<file path="config.mk">
export PLATFORM = sky130hd
export DESIGN_NAME = alu_seq_ctrl
export DESIGN_NICKNAME = d
export VERILOG_FILES = /design/src/rtl/alu_pkg.sv /design/src/rtl/alu_seq_ctrl.sv
export SDC_FILE = /design/constraint.sdc
export NUM_CORES = 1
export LEC_CHECK = 0
export ABC_AREA = 0
export CAP_MARGIN = 20
export CORE_UTILIZATION = 45
export CTS_CLUSTER_DIAMETER = 40
export DETAILED_ROUTE_END_ITERATION = 8
export GPL_TIMING_DRIVEN = 0
export MAX_ROUTING_LAYER = met4
export PLACE_DENSITY = 0.73
export SYNTH_ARGS = -nofsm -noshare
export SYNTH_HDL_FRONTEND = slang
export SYNTH_SLANG_ARGS = --single-unit
export TNS_END_PERCENT = 30
</file>
<file path="constraint.sdc">
create_clock -name clk -period 1.95 [get_ports clk]
set_input_delay 0.39 -clock clk [delete_from_list [all_inputs] [get_ports clk]]
set_output_delay 0.39 -clock clk [all_outputs]
set_load 0.05 [all_outputs]
</file>
<file path="src/rtl/alu_pkg.sv">
// Shared definitions for the nibble-ALU sequencer: op encodings, widths, FSM states.
// Also holds the per-nibble carry/borrow derivation used by the controller.
package alu_pkg;

    localparam int NIBBLE_W = 4;
    localparam int WORD_W   = 8;

    localparam logic [1:0] ALU_ADD = 2'b00;
    localparam logic [1:0] ALU_SUB = 2'b01;
    localparam logic [1:0] ALU_AND = 2'b10;
    localparam logic [1:0] ALU_NOT = 2'b11;

    typedef enum logic [2:0] {
        ST_IDLE,
        ST_LO,
        ST_HI,
        ST_FIX,
        ST_DONE
    } state_e;

    // The ALU has no carry output, so it is recovered from operands and sum.
    function automatic logic nib_carry(input logic [1:0] op,
                                       input logic [NIBBLE_W-1:0] o,
                                       input logic [NIBBLE_W-1:0] a,
                                       input logic [NIBBLE_W-1:0] b);
        logic cy;
        cy = 1'b0;
        if (op == ALU_ADD)      cy = (o < a);
        else if (op == ALU_SUB) cy = (a < b);
        return cy;
    endfunction

endpackage

</file>
<file path="src/rtl/alu_seq_ctrl.sv">
// Purpose: runs 8-bit ADD/SUB/AND/NOT as low/high/fix passes over a shared 4-bit ALU.
// Latency: response 4 cycles after accept (AND/NOT 3); with ALU_SEQ_SKIP_EN, ADD/SUB take 3 when no low carry.
// Backpressure: holds result in DONE until rsp_ready; req_ready only while idle.
module alu_seq_ctrl
    import alu_pkg::*;
(
    input  logic                clk,
    input  logic                rst_n,
    input  logic                req_valid,
    output logic                req_ready,
    input  logic [1:0]          req_op,
    input  logic [WORD_W-1:0]   req_a,
    input  logic [WORD_W-1:0]   req_b,
    output logic                rsp_valid,
    input  logic                rsp_ready,
    output logic [WORD_W-1:0]   rsp_result,
    output logic                rsp_carry,
    output logic                rsp_zero,
    output logic [NIBBLE_W-1:0] alu_x,
    output logic [NIBBLE_W-1:0] alu_y,
    output logic [1:0]          alu_op,
    input  logic [NIBBLE_W-1:0] alu_o
);

`ifdef ALU_SEQ_SKIP_EN
    localparam bit SKIP_EN = 1'b1;
`else
    localparam bit SKIP_EN = 1'b0;
`endif

    state_e              state_q, state_d;
    logic [1:0]          op_q, op_d;
    logic [WORD_W-1:0]   a_q, a_d, b_q, b_d;
    logic [NIBBLE_W-1:0] lo_q, lo_d, hi_q, hi_d;
    logic                c_q, c_d, ch_q, ch_d;
    logic                carry_q, carry_d, zero_q, zero_d;
    logic [NIBBLE_W-1:0] alu_x_q, alu_x_d, alu_y_q, alu_y_d;
    logic [1:0]          alu_op_q, alu_op_d;
    logic                ch_now;

    always_comb begin
        state_d  = state_q;
        op_d     = op_q;
        a_d      = a_q;
        b_d      = b_q;
        lo_d     = lo_q;
        hi_d     = hi_q;
        c_d      = c_q;
        ch_d     = ch_q;
        carry_d  = carry_q;
        zero_d   = zero_q;
        alu_x_d  = alu_x_q;
        alu_y_d  = alu_y_q;
        alu_op_d = alu_op_q;
        ch_now   = nib_carry(op_q, alu_o, a_q[7:4], b_q[7:4]);

        // ALU drive is registered, so each state loads the operands for the next pass.
        case (state_q)
            ST_IDLE: begin
                if (req_valid) begin
                    state_d  = ST_LO;
                    op_d     = req_op;
                    a_d      = req_a;
                    b_d      = req_b;
                    alu_x_d  = req_a[3:0];
                    alu_y_d  = req_b[3:0];
                    alu_op_d = req_op;
                end
            end
            ST_LO: begin
                lo_d    = alu_o;
                c_d     = nib_carry(op_q, alu_o, a_q[3:0], b_q[3:0]);
                alu_x_d = a_q[7:4];
                alu_y_d = b_q[7:4];
                state_d = ST_HI;
            end
            ST_HI: begin
                hi_d = alu_o;
                ch_d = ch_now;
                if (op_q == ALU_AND || op_q == ALU_NOT || (SKIP_EN && !c_q)) begin
                    state_d  = ST_DONE;
                    carry_d  = ch_now;
                    zero_d   = ({alu_o, lo_q} == '0);
                    alu_x_d  = '0;
                    alu_y_d  = '0;
                    alu_op_d = ALU_ADD;
                end else begin
                    state_d = ST_FIX;
                    alu_x_d = alu_o;
                    alu_y_d = {3'b000, c_q};
                end
            end
            ST_FIX: begin
                hi_d     = alu_o;
                carry_d  = ch_q | (c_q & ((op_q == ALU_ADD) ? (alu_o == '0) : (hi_q == '0)));
                zero_d   = ({alu_o, lo_q} == '0);
                alu_x_d  = '0;
                alu_y_d  = '0;
                alu_op_d = ALU_ADD;
                state_d  = ST_DONE;
            end
            ST_DONE: begin
                if (rsp_ready) state_d = ST_IDLE;
            end
            default: state_d = ST_IDLE;
        endcase
    end

    always_ff @(posedge clk or negedge rst_n) begin
        if (!rst_n) begin
            state_q  <= ST_IDLE;
            op_q     <= ALU_ADD;
            a_q      <= '0;
            b_q      <= '0;
            lo_q     <= '0;
            hi_q     <= '0;
            c_q      <= 1'b0;
            ch_q     <= 1'b0;
            carry_q  <= 1'b0;
            zero_q   <= 1'b0;
            alu_x_q  <= '0;
            alu_y_q  <= '0;
            alu_op_q <= ALU_ADD;
        end else begin
            state_q  <= state_d;
            op_q     <= op_d;
            a_q      <= a_d;
            b_q      <= b_d;
            lo_q     <= lo_d;
            hi_q     <= hi_d;
            c_q      <= c_d;
            ch_q     <= ch_d;
            carry_q  <= carry_d;
            zero_q   <= zero_d;
            alu_x_q  <= alu_x_d;
            alu_y_q  <= alu_y_d;
            alu_op_q <= alu_op_d;
        end
    end

    assign req_ready  = (state_q == ST_IDLE);
    assign rsp_valid  = (state_q == ST_DONE);
    assign rsp_result = {hi_q, lo_q};
    assign rsp_carry  = carry_q;
    assign rsp_zero   = zero_q;
    assign alu_x      = alu_x_q;
    assign alu_y      = alu_y_q;
    assign alu_op     = alu_op_q;

endmodule

</file>
==> summary.md, run 1 <==
| Metric | Value |
|---|---|
| GRT overflow | 0 |
| Crit end category | output port |
| GRT Util Overall | 0.224 |
| Met1 usage | 0.302 |
| First drt pass iteration count | 6 |
| Crit-path cells | clkdlybuf4s50_1 |
| Vias in the first global route | 1,711 |
| Die Span X | 70.6 microns |
| Fill cells | 406 |
| Top Usage Layer GRT | met2 |
| Max Cap Viol | 0 |
| Largest net degree at the start of global routing | 34 |
| Asr flop ratio synth | 1.00 |
| Clock root cell | clkbuf_8 |
| Count leader, synth | dfrtp_1 |
| Area delta synth->final | 30.8% |
| Fmax achieved | 533 MHz |
| Number of enable flip-flop cells after synthesis | 0 |
| Post-DRT Antenna Nets | 0 |
| CTS Sinks | 43 |
| Top post-synthesis cells by area | dfrtp_1 51%, ha_1 7.1%, o21ai_0 5.9% |
| Failing checks | design-rule violations |
| Outcome | complete, but fails checks |
| Gpl congestion | 0.804 |
| Post-DP HPWL | 3.73 mm |
| Design Area, Final | 2770 sq um |
| Die height | 70.6 microns |
| Layout Skew | 0.00741 ns |
| H-tree Lvls | 2 |
| DR iter-0 viols | 205 |
| Syn_nets | 259 |
| Yosys top cell area share | 0.509 |
| PwrDens | 1780 nW/um^2 |
| Max_slew headroom | 0.659 |
| Synth Area per Inst | 9.57 sq um |
| Die area | 4980 sq um |
| Period utilization | 0.962 |
| Leading area contributor after synthesis | dfrtp_1 |
| Leakage | 1.25 nW |
| CP Data Required Time | 1.56 ns |
| Number of diodes | 0 |
| Seq cells post-synth | 43 |
| Top FF cell, synth | dfrtp_1 |
| Bufs and invs on worst path | 1 |
| Worst Path Arrival | 1.48 ns |
| Synthesized instance count | 221 |
| Worst-skew pair later-pin latency | 0.29 ns |
| Cells on worst reg2reg path | 6 |
| Synth unique cells | 34 |
| WHS Path Cells | 3 |
| Initial antenna violation count | 0 |
| Starting density of the core | 0.476 |
| CTS tree | done |
| Final hold vios | 0 |
| Max VDD drop | 1020 uV |
| Storage cell area | 1080 sq um |
| Worst-margin pin slew | 0.509 ns |
| CTS buffer count | 5 |
| Final Critical Period | 1.87 ns |
| Crit-path max FO | 3 |
| Synth Cell Area | 2110 sq um |
| Detailed Route WL | 4.95 mm |
| Drt wl/cell | 15.0 microns |
| Synth warn | 0 |
| Vias | 1,768 |
| CP Depth | 1 |
| Max clock buf depth | 2 |
| Crit start category | register |
| # nets final | 315 |
| First-pass GRT wire length | 8.22 mm |
| Row cnt | 24 |
| IO Port Bufs | 47 |
| Setup violators final | 0 |
| Delay-heaviest family, CP | buffers and inverters |
| Multi-input gate area | 917 sq um |
| Met3 Use GR | 0.0484 |
| Worst hold path class | input port to register |
| I/O pin count | 48 |
| CP max-delay cell | clkdlybuf4s50_1 |
| DRC viols | 4 |
| Core area | 4440 sq um |
| Clock transition at path regs | 0.08 ns |
| Max stage delay on crit path | 0.81 ns |
| Met2 GRT Util | 0.350 |
| Most common library cells after synthesis | 43 x dfrtp_1, 33 x nand2_1, 25 x o21ai_0 |
| WS Path Type | register to output port |
| Vias per cell | 5.36 |
| Slew Limit Fails | 0 |
| WHS | 0.493 ns |
| Layout cells sized above 1 | 0.0935 |
| Register area share after synthesis | 0.509 |
| Area after DPL | 2680 sq um |
| RSZ-0062 raised after global routing | false |
routing by layer:
metal,vias to the layer above,share of wire
met5,-,0
met4,0,0.0073
li1,874,-
met1,854,0.47
met3,4,0.041
met2,36,0.48
state kept, by name (all words and copies together) (netlist names):
register,flops
b_q,8
alu_op,2
rsp_zero,1
rsp_carry,1
ch_q,1
hi_q,4
c_q,1
alu_x,4
state_q,3
lo_q,4
a_q,8
op_q,2
alu_y,4
worst paths after layout:
check / start / endpoint / slack (ns)
setup / recovery: lo_q[0] / rsp_result[0] / 0.08
hold / removal: alu_o[3] / hi_q[3] / 0.49
setup reg to reg: state_q[0] / alu_x[0] / 0.28
hold reg to reg: rsp_zero / rsp_zero / 0.50
max in group asynchronous: rst_n / b_q[3] / 0.98
min in group asynchronous: rst_n / alu_op[0] / 0.51
layout by cell type (no fill, tap or decap), types with 2 or more instances in the layout:
| cell type | instances |
|---|---|
| a211oi_1 | 2 |
| a21oi_1 | 13 |
| a222oi_1 | 5 |
| a22oi_1 | 3 |
| buf_2 | 10 |
| buf_4 | 3 |
| clkbuf_1 | 3 |
| clkbuf_8 | 5 |
| clkdlybuf4s50_1 | 43 |
| dfrtp_1 | 43 |
| ha_1 | 12 |
| inv_1 | 18 |
| mux2_1 | 5 |
| mux2_2 | 2 |
| nand2_1 | 33 |
| nand2b_1 | 6 |
| nor2_1 | 14 |
| nor2_2 | 2 |
| nor2b_1 | 2 |
| nor3_1 | 3 |
| nor4_1 | 2 |
| o211ai_1 | 2 |
| o21ai_0 | 25 |
| o21ai_1 | 4 |
stage by stage:
stage,TNS [ns],setup WS (ns),total power [mW],util,cells
final,0,0.0751,4.92,0.622,330
after global routing,0,0.0170,5.29,0.622,330
after CTS,0,0.0417,4.95,0.623,330
after detailed placement,-0.283,-0.220,4.41,0.602,321
after global placement,-28.02,-0.649,4.34,0.599,320
after floorplan,0,0.166,3.51,-,221
layout make-up:
cell class,count,area share
inverters,18,0.0244
well taps,52,0.0235
clock inverters,1,0.00181
plain buffers,12,0.0240
flip-flops and latches,43,0.389
repair buffers,49,0.178
clock buffers,7,0.0276
multi-input cells,148,0.332
cell families after synthesis:
| logic type | after synthesis | share of synthesized area |
|---|---|---|
| AO/OA/AOI/OAI | 57 | 0.159 |
| buffers and inverters | 30 | 0.0633 |
| multiplexers | 8 | 0.0420 |
| adder cells (fa/ha/maj) | 12 | 0.0710 |
| flip-flops | 43 | 0.509 |
| AND/OR/NAND/NOR | 71 | 0.156 |
repair_timing:
action | in CTS | in global routing
hold endpoints to repair | 10 | 0
hold buffers | 1 | 0
gates resized for setup | 4 | 4
endpoints found under the setup margin | 2 | 2
buffers inserted | 0 | 0
pin swaps | 0 | 0
where the power goes:
group	switching, mW	total, mW	internal, mW	leakage, nW
logic	1.76	2.78	1.02	0.684
clock network	0.286	0.538	0.251	0.0422
registers	0.277	1.60	1.32	0.524
total	2.32	4.92	2.60	1.25
Power figures use the tool's default switching activity.
==> run 2, diff against run 1 <==
--- a/config.mk
+++ b/config.mk
@@ -13,6 +13,7 @@
 export GPL_TIMING_DRIVEN = 0
 export MAX_ROUTING_LAYER = met4
 export PLACE_DENSITY = 0.73
+export SETUP_SLACK_MARGIN = 0.02
 export SYNTH_ARGS = -nofsm -noshare
 export SYNTH_HDL_FRONTEND = slang
 export SYNTH_SLANG_ARGS = --single-unit
==> run 2 against run 1 <==
The flow still finishes with violations (design-rule violations); first-iteration DRC count did not move; setup slack improved by 0.0059 ns; sequential share of layout area is essentially flat; combinational power about the same; critical endpoint is now rsp_result[1].
==> summary.md, run 2 (synthesized netlist as in run 1, its figures left out) <==
| Metric | Value |
|---|---|
| Die height | 70.6 microns (unchanged) |
| PwrDens | 1780 nW/um^2 (about the same) |
| Vias in the first global route | 1,711 (unchanged) |
| Crit end category | output port |
| Clock root cell | clkbuf_8 |
| Most frequent cells in the layout | 43 x dfrtp_1, 42 x clkdlybuf4s50_1, 33 x nand2_1 |
| Pre-CTS WS | -0.220 ns (unchanged) |
| Detailed Route WL | 4.95 mm (unchanged) |
| Core area | 4440 sq um (unchanged) |
| Layout cells sized above 1 | 0.0935 (unchanged) |
| WHS Path Cells | 3 (unchanged) |
| Worst Path Arrival | 1.48 ns (about the same) |
| Commonest non-fill, non-tap cell in the layout | dfrtp_1 |
| H-tree Lvls | 2 (unchanged) |
| CP max-delay cell | clkdlybuf4s50_1 |
| DRC viols | 4 (unchanged) |
| # nets final | 315 (unchanged) |
| Starting density of the core | 0.476 (unchanged) |
| Clock transition at path regs | 0.08 ns (about the same) |
| GRT overflow | 0 (unchanged) |
| FF-to-FF End | alu_x[0] |
| Area delta synth->final | 30.9% (about the same) |
| Worst hold start | alu_o[3] |
| CTS Sinks | 43 (unchanged) |
| Post-DP HPWL | 3.73 mm (unchanged) |
| FF-to-FF Start | state_q[0] |
| Total chip power | 4.92 mW (about the same) |
| Layout Skew | 0.00713 ns (-0.000280 ns) |
| Die area | 4980 sq um (unchanged) |
| Max Cap Viol | 0 (unchanged) |
| GRT Util Overall | 0.224 (unchanged) |
| End of the worst hold path | hi_q[3] |
| IO Port Bufs | 47 (unchanged) |
| Fill cells | 405 (-0.25%) |
| Max stage delay on crit path | 0.81 ns (about the same) |
| Delay-heaviest family, CP | buffers and inverters |
| Drt wl/cell | 15.0 microns (unchanged) |
| Worst hold path class | input port to register |
| Max VDD drop | 1020 uV (about the same) |
| Leakage | 1.26 nW (+0.77%) |
| Worst-margin pin slew | 0.509 ns (-0.000000894 ns) |
| Outcome | complete, but fails checks |
| Largest regs | a_q: 8 flops, b_q: 8 flops |
| First-pass GRT wire length | 8.22 mm (unchanged) |
| CTS tree | done |
| Fmax achieved | 535 MHz (+0.32%) |
| Failing checks | design-rule violations |
| I/O pin count | 48 (unchanged) |
| Max clock buf depth | 2 (unchanged) |
| Crit-path max FO | 3 (unchanged) |
| Crit-path cells | clkdlybuf4s50_1 |
| CP Data Required Time | 1.56 ns (about the same) |
| RSZ-0062 raised after global routing | false |
| Final Critical Period | 1.87 ns (-0.00593 ns) |
| Post-DRT Antenna Nets | 0 (unchanged) |
| Final hold vios | 0 (unchanged) |
| Max_slew headroom | 0.659 (unchanged) |
| Gpl congestion | 0.804 (unchanged) |
| Setup Fix Bufs, Post-CTS | 0 (unchanged) |
| Final Util | 0.623 (about the same) |
| First drt pass iteration count | 7 (+1) |
| Crit start category | register |
| Row cnt | 24 (unchanged) |
| Largest net degree at the start of global routing | 34 (unchanged) |
| Initial antenna violation count | 0 (unchanged) |
| Setup violators final | 0 (unchanged) |
| Vias | 1,783 (+0.85%) |
| Vias per cell | 5.40 (+0.85%) |
| DR iter-0 viols | 205 (unchanged) |
| Number of diodes | 0 (unchanged) |
| Period utilization | 0.958 (-0.00304) |
| Setup slack, reg-to-reg | 0.28 ns (about the same) |
| Die Span X | 70.6 microns (unchanged) |
| Worst setup margin | 0.0810 ns (+0.00593 ns) |
| WS Path Type | register to output port |
| Bufs and invs on worst path | 1 (unchanged) |
| Slew Limit Fails | 0 (unchanged) |
| Worst-skew pair later-pin latency | 0.29 ns (about the same) |
| CTS buffer count | 5 (unchanged) |
| Cells on worst reg2reg path | 6 (unchanged) |
==> run 2: changes by cell type in the layout (fill, tap and decap cells not counted), sizes merged <==
cell | previous run | this run
dlymetal6s2s | 1 | 2
clkdlybuf4s50 | 43 | 42
==> run 2: per-stage QoR <==
stage,instances,hold WS (ns),cell area (sq um),TNS [ns]
after floorplan,221,0.0944,2130,0
after global placement,320,0.476,2660,-28.02
after detailed placement,321,0.286,2680,-0.283
after CTS,330,0.503,2770,0
after global routing,330,0.503,2770,0
final,330,0.493,2770,0
==> run 2: cell type report <==
| cell class | instances | area, sq um | share of cell area |
|---|---|---|---|
| flip-flops and latches | 43 | 1080 | 0.389 |
| multi-input cells | 148 | 917 | 0.331 |
| repair buffers | 49 | 494 | 0.179 |
| clock buffers | 7 | 76.3 | 0.0276 |
| inverters | 18 | 67.6 | 0.0244 |
| plain buffers | 12 | 66.3 | 0.0240 |
| well taps | 52 | 65.1 | 0.0235 |
| clock inverters | 1 | 5.00 | 0.00181 |
==> run 2: metal layers <==
metal	wire, microns	up-vias	GRT usage
met2	2370	45	0.350
met1	2320	860	0.302
met3	218	4	0.0484
li1	-	874	-
met4	36	0	0.0533
met5	0	-	-
==> run 2: how the worst max path moves through the flow <==
stage / start / endpoint / slack (ns) / cells after the start
after floorplan: state_q[2] / b_q[4] / 0.17 / 5
after global placement: rst_n / alu_y[3] / -0.65 / 1
after detailed placement: alu_o[3] / ch_q / -0.22 / 5
after CTS: state_q[0] / rsp_valid / 0.04 / 5
after global routing: hi_q[3] / rsp_result[7] / 0.04 / 1
final: lo_q[1] / rsp_result[1] / 0.08 / 1
==> run 2: repair_timing <==
item / in CTS / in global routing
hold buffers: 1 / 0
endpoints found under the hold margin: 10 / 0
setup endpoints to repair: 2 / 3
gates resized for setup: 4 / 5
==> run 2: report_power, final <==
group,switching (mW),total [mW],internal [mW],leakage (nW)
Clock,0.286,0.537,0.251,0.0422
Sequential,0.278,1.60,1.32,0.524
Combinational,1.76,2.78,1.02,0.694
